<file path="config.mk">
export PLATFORM = sky130hd
export DESIGN_NAME = score_display_scheduler
export DESIGN_NICKNAME = d
export VERILOG_FILES = /design/src/rtl/score_display_scheduler.sv
export SDC_FILE = /design/constraint.sdc
export NUM_CORES = 1
export LEC_CHECK = 0
export ABC_CLOCK_PERIOD_IN_PS = 3400
export BUFFER_PORTS_ARGS = -buffer_cell sky130_fd_sc_hd__buf_2
export CORE_UTILIZATION = 57
export DETAILED_ROUTE_END_ITERATION = 8
export HOLD_SLACK_MARGIN = 0.02
export PLACE_DENSITY = 0.79
export SYNTH_ARGS = -nofsm -noshare
export SYNTH_HDL_FRONTEND = slang
export SYNTH_SLANG_ARGS = --single-unit
</file>
<file path="constraint.sdc">
create_clock -name Clock -period 3.4 [get_ports Clock]
set_input_delay 0 -clock Clock [delete_from_list [all_inputs] [get_ports Clock]]
set_output_delay 0 -clock Clock [all_outputs]
set_load 0.005 [all_outputs]
</file>
<file path="src/rtl/score_display_scheduler.sv">
// Shares the catch-board 4-digit 7-segment display between two BCD score writers.
// Round-robin arbiter for the writes; multiplexed anode scan with a trailing blank gap per slot.
module score_display_scheduler #(
    parameter int CLK_DIV   = 50000,
    parameter int BLANK_CYC = 16
) (
    input  logic       Clock,
    input  logic       InReset,
    input  logic       P1Req,
    input  logic [7:0] P1Score,
    output logic       P1Ack,
    input  logic       P2Req,
    input  logic [7:0] P2Score,
    output logic       P2Ack,
    output logic [6:0] Dis,
    output logic [3:0] T
);

    localparam int CW = $clog2(CLK_DIV);
    localparam logic [CW-1:0] lastCount       = CW'(CLK_DIV - 1);
    localparam logic [CW-1:0] blankStartCount = CW'(CLK_DIV - BLANK_CYC - 1);
    localparam bit            hasBlank        = (BLANK_CYC > 0);

    typedef enum logic {
        StDrive,
        StBlank
    } scanState_t;

    scanState_t    state;
    scanState_t    nextState;
    logic [CW-1:0] divCount;
    logic [1:0]    digitIdx;
    logic [1:0]    nextIdx;
    logic [3:0]    nextNibble;
    logic [7:0]    p1Value;
    logic [7:0]    p2Value;
    logic          rrP2First;
    logic          p1Eligible;
    logic          p2Eligible;
    logic          grantP1;
    logic          grantP2;

    function automatic logic [6:0] segDecode(input logic [3:0] nibble);
        logic [6:0] seg;
        case (nibble)
            4'd0:    seg = 7'b1000000;
            4'd1:    seg = 7'b1111001;
            4'd2:    seg = 7'b0100100;
            4'd3:    seg = 7'b0110000;
            4'd4:    seg = 7'b0011001;
            4'd5:    seg = 7'b0010010;
            4'd6:    seg = 7'b0000010;
            4'd7:    seg = 7'b1111000;
            4'd8:    seg = 7'b0000000;
            4'd9:    seg = 7'b0010000;
            default: seg = 7'b0111111;
        endcase
        return seg;
    endfunction

    // A player whose Ack is currently high is masked so a held Req is not double-granted.
    assign p1Eligible = P1Req & ~P1Ack;
    assign p2Eligible = P2Req & ~P2Ack;
    assign grantP1    = p1Eligible & (~p2Eligible | ~rrP2First);
    assign grantP2    = p2Eligible & (~p1Eligible |  rrP2First);

    always_ff @(posedge Clock or negedge InReset) begin
        if (!InReset) begin
            p1Value   <= 8'h00;
            p2Value   <= 8'h00;
            P1Ack     <= 1'b0;
            P2Ack     <= 1'b0;
            rrP2First <= 1'b0;
        end else begin
            P1Ack <= grantP1;
            P2Ack <= grantP2;
            if (grantP1) begin
                p1Value <= P1Score;
            end
            if (grantP2) begin
                p2Value <= P2Score;
            end
            if (p1Eligible && p2Eligible) begin
                rrP2First <= ~rrP2First;
            end
        end
    end

    // Blank gap occupies the last BLANK_CYC counts of each slot, so the digit lit out of reset gets its full lit time first.
    always_comb begin
        nextState = state;
        nextIdx   = digitIdx;
        case (state)
            StDrive: begin
                if (hasBlank && divCount == blankStartCount) begin
                    nextState = StBlank;
                end else if (!hasBlank && divCount == lastCount) begin
                    nextIdx = digitIdx + 2'd1;
                end
            end
            StBlank: begin
                if (divCount == lastCount) begin
                    nextState = StDrive;
                    nextIdx   = digitIdx + 2'd1;
                end
            end
            default: nextState = StDrive;
        endcase
    end

    always_comb begin
        case (nextIdx)
            2'd0:    nextNibble = p2Value[3:0];
            2'd1:    nextNibble = p2Value[7:4];
            2'd2:    nextNibble = p1Value[3:0];
            default: nextNibble = p1Value[7:4];
        endcase
    end

    // T and Dis are both loaded from the next scan state on the same edge, so anode and segments never disagree.
    always_ff @(posedge Clock or negedge InReset) begin
        if (!InReset) begin
            divCount <= '0;
            state    <= StDrive;
            digitIdx <= 2'd0;
            T        <= 4'b1110;
            Dis      <= 7'b1000000;
        end else begin
            divCount <= (divCount == lastCount) ? '0 : divCount + CW'(1);
            state    <= nextState;
            digitIdx <= nextIdx;
            if (nextState == StBlank) begin
                T   <= 4'b1111;
                Dis <= 7'b1111111;
            end else begin
                T   <= ~(4'b0001 << nextIdx);
                Dis <= segDecode(nextNibble);
            end
        end
    end

endmodule

</file>
==> summary.md <==
| Metric | Value |
|---|---|
| Io pins | 33 |
| Avg WL per Cell | between 10 and 15 um |
| Largest net degree at the start of global routing | 50 |
| Placement Rows | 23 |
| Final Wtd Congestion | 0.813 |
| CTS tree | built |
| Clk_skew | about 0.0039 ns |
| Yosys top cell by area | dfrtp_1 |
| Ys flop type | dfrtp_1 |
| Starting Density | 0.601 |
| Total track usage | 0.231 |
| Final period utilization | 0.845 |
| Async set-reset flop share out of synthesis | 1.00 |
| Sw Pwr | about 0.47 mW |
| WS Path Type | register to register |
| Core Box Area | approximately 4000 sq um |
| Top post-synthesis cells by area | dfrtp_1 (46%), nand2_1 (7.2%), dfstp_2 (4.3%), nand3_1 (3.7%), mux2_2 (3.7%) |
| Die ar. | roughly 4500 sq um |
| Clock Path Buffers | 2 |
| Post-DP Area | about 2600 sq um |
| Pleak | between 1 and 1.5 nW |
| Yosys warnings | 0 |
| Crit path DAT | roughly 3 ns |
| Htree depth | 2 |
| Worst-path clk slew | about 0.08 ns |
| Min-delay src | P2Req |
| Critical Path RT | between 3 and 4 ns |
| Fillers | 298 |
| RSZ-0062 raised after global routing | no |
| R2R Path Start | divCount[0] |
| Reg2reg end | Dis[4] |
| Post-synth EDFFs | 0 |
| Layout area overhead | 19.0% |
| Total of max-cap violations | 0 |
| Int Power | around 1.1 mW |
| Setup ws final | between 0.5 and 0.6 ns |
| Status | completed |
| Slew headroom | 0.289 |
| Reg2Reg Setup Slack | between 0.5 and 0.6 ns |
| Vias in the first global route | about 1.7k |
| Tightest Pin Transition | 1.05 ns |
| Grt total ovfl | 0 |
| Clock Sink Count | a little under 50 |
| Final setup fails | 0 |
| Post-layout net count | around 320 |
| Fin area | 2900 sq um |
| Hold WC Path Type | input port to register |
| Final hold violations | 0 |
| Setup TNS | 0 ns |
| Post-Synth XOR/XNOR Area | 0.0539 |
| Clock share of power | 0.237 |
| Critical Path Fanout Max | 14 |
| CP startpoint kind | register |
| Syn Inst Count | around 240 |
| Clock Latency Late Sink | ~0.3 ns |
| Overall Power | roughly 1.6 mW |
| Post-Syn Nets | ~270 |
| Port Buffer Count | 32 |
| Type of destination of the critical path | register |
| Synthesized cell area | about 2400 sq um |
| # DRC | 0 |
| Routed via count | about 1.9k |
| Fmax | around 350 MHz |
| Number of DRC violations after detailed-routing iteration 0 | roughly 130 |
| Share of cells above drive strength 1 | 0.214 |
| CTS Buf Count | 5 |
| Seq pwr share | 0.497 |
| Synth Area per Inst | between 9 and 10 sq um |
| Final HPWL DP | about 3 mm |
| R2R cell count | 9 |
| ANT cells | 0 |
| Cell Pwr Density | 542 nW/um^2 |
| Tmin final | ~2.9 ns |
| Hold slack | roughly 0.13 ns |
| Post-route ant nets | 0 |
| Top-area cell type share of the netlist area | 0.462 |
| Pre-CTS setup slack | 0.538 ns |
| Cells on Worst Hold Path | 4 |
| Mean number of vias per cell | approximately 5.4 |
| Clk root buf | clkbuf_8 |
| Main combinational cell family by area after synthesis | simple AND/OR/NAND/NOR gates |
| Switching share of power | 0.300 |
| Fin. max-slew vios | 0 |
| First-pass GRT wire length | ~7.7 mm |
| Detailed-route wire length | 4.70 mm |
| Worst-case hold path end point | rrP2First |
| Die height | between 60 and 70 um |
| CTS resizes | 0 |
| Comb pwr share | 0.266 |
| Synth Area in Compound Gates | 0.0806 |
| Peak VDD IR | between 300 and 400 uV |
| Netlist cell types | 44 |
| Post-synthesis adder-cell area fraction | 0.0205 |
| Seq/Total Area, Yosys | 0.505 |
| Synth Area in Simple Gates | 0.238 |
| Antenna violations before repair | 0 |
| Mux contribution to synthesized area | 0.0698 |
| DIE WIDTH | 67.4 um |
| Seq cells post-synth | just under 50 |
| Detailed Routing Iterations Pass 1 | 4 |
-- cells in the final DEF (no fill, tap or decap), types with 2 or more instances in the layout --
cell type / synthesis / routed
inv_1: 7 / 7
xor2_1: 8 / 8
nand3_1: 18 / 18
nand3b_1: 3 / 3
or3_1: 2 / 2
o21ai_0: 10 / 10
nor2b_1: 5 / 5
nand2b_1: 2 / 2
a2bb2oi_1: 2 / 2
and3_1: 3 / 3
buf_2: 0 / 32
dlygate4sd3_1: 0 / 18
a211oi_1: 3 / 3
dfstp_2: 4 / 4
mux2_2: 8 / 8
a21oi_1: 4 / 4
nor3_1: 5 / 5
mux4_2: 2 / 2
clkbuf_8: 0 / 7
nand2_1: 47 / 47
dfrtp_1: 45 / 45
nor2_4: 2 / 2
nor3_2: 2 / 2
xnor2_1: 7 / 7
a21o_1: 2 / 2
o21ai_1: 2 / 2
nor2_1: 18 / 18
ha_1: 4 / 4
mux2i_1: 2 / 2
o211ai_1: 3 / 3
-- worst max path at each step --
stage,start,to,slack [ns],cells after the start
floorplan,divCount[0],Dis[5],0.83,11
global placement,divCount[0],Dis[4],0.64,9
detailed placement,divCount[0],Dis[4],0.54,9
CTS,divCount[0],Dis[4],0.52,9
global route,divCount[0],Dis[5],0.35,11
finish,divCount[0],Dis[4],0.53,9
-- routing by layer --
| layer | GRT usage | share of wire |
|---|---|---|
| met3 | 0.0507 | 0.034 |
| met2 | 0.385 | 0.50 |
| met4 | 0.0798 | 0.0098 |
| met1 | 0.297 | 0.46 |
| met5 | 0 | 0 |
-- metrics by stage --
step,utilization,std cells
global route,0.715,344
finish,0.715,344
detailed placement,0.646,318
global placement,0.646,318
CTS,0.715,344
floorplan,-,244
-- critical path, cell delays in order (launching register included) --
cell and delay, ns:
dfrtp_1 0.40, ha_1 0.24, and3_2 0.27, nand4b_4 0.20, or2_1 0.37, mux4_2 0.55, mux2_4 0.32, and2_4 0.19
nor2_4 0.08, a31oi_1 0.08
-- final cells by class --
cell class	count	area (sq um)	share of cell area
clock buffer	7	96.3	0.0332
clock inverter	1	5.00	0.00172
inverter	8	30.0	0.0103
multi-input combinational	178	1130	0.389
sequential	49	1230	0.424
tap	50	62.6	0.0216
timing repair buffer	51	348	0.120
-- cells by family after synthesis --
family          after synthesis
buf+inv                      17
compound gates               31
simple gates                115
flops                        49
fa+ha+maj                     4
mux                          13
xor+xnor                     15
-- synthesized netlist by cell type (all sizes together) (5+ instances only) --
library cell	count
clkbuf	7
xnor2	7
nor2	20
o21ai	12
nand2	47
mux2	9
nand3	18
dfrtp	45
nor2b	5
nor3	7
inv	7
xor2	8
-- state kept, by name, indices dropped and copies added (netlist names) --
| name | count |
|---|---|
| P1Ack | 1 |
| p2Value | 8 |
| p1Value | 8 |
| state | 1 |
| T | 4 |
| P2Ack | 1 |
| divCount | 16 |
| digitIdx | 2 |
| Dis | 7 |
| rrP2First | 1 |
-- power by group through the flow --
stage / clock (mW) / combinational [mW] / sequential [mW]
floorplan: 0 / 0.278 / 0.779
global placement: 0 / 0.386 / 0.788
detailed placement: 0 / 0.401 / 0.792
CTS: 0.381 / 0.418 / 0.781
global route: 0.401 / 0.472 / 0.798
finish: 0.372 / 0.419 / 0.782
-- timing repair --
action,4_1_cts,5_1_grt
setup buffers,0,0
hold buffers,18,0
endpoints found under the hold margin,62,0
Power figures use the tool's default switching activity.
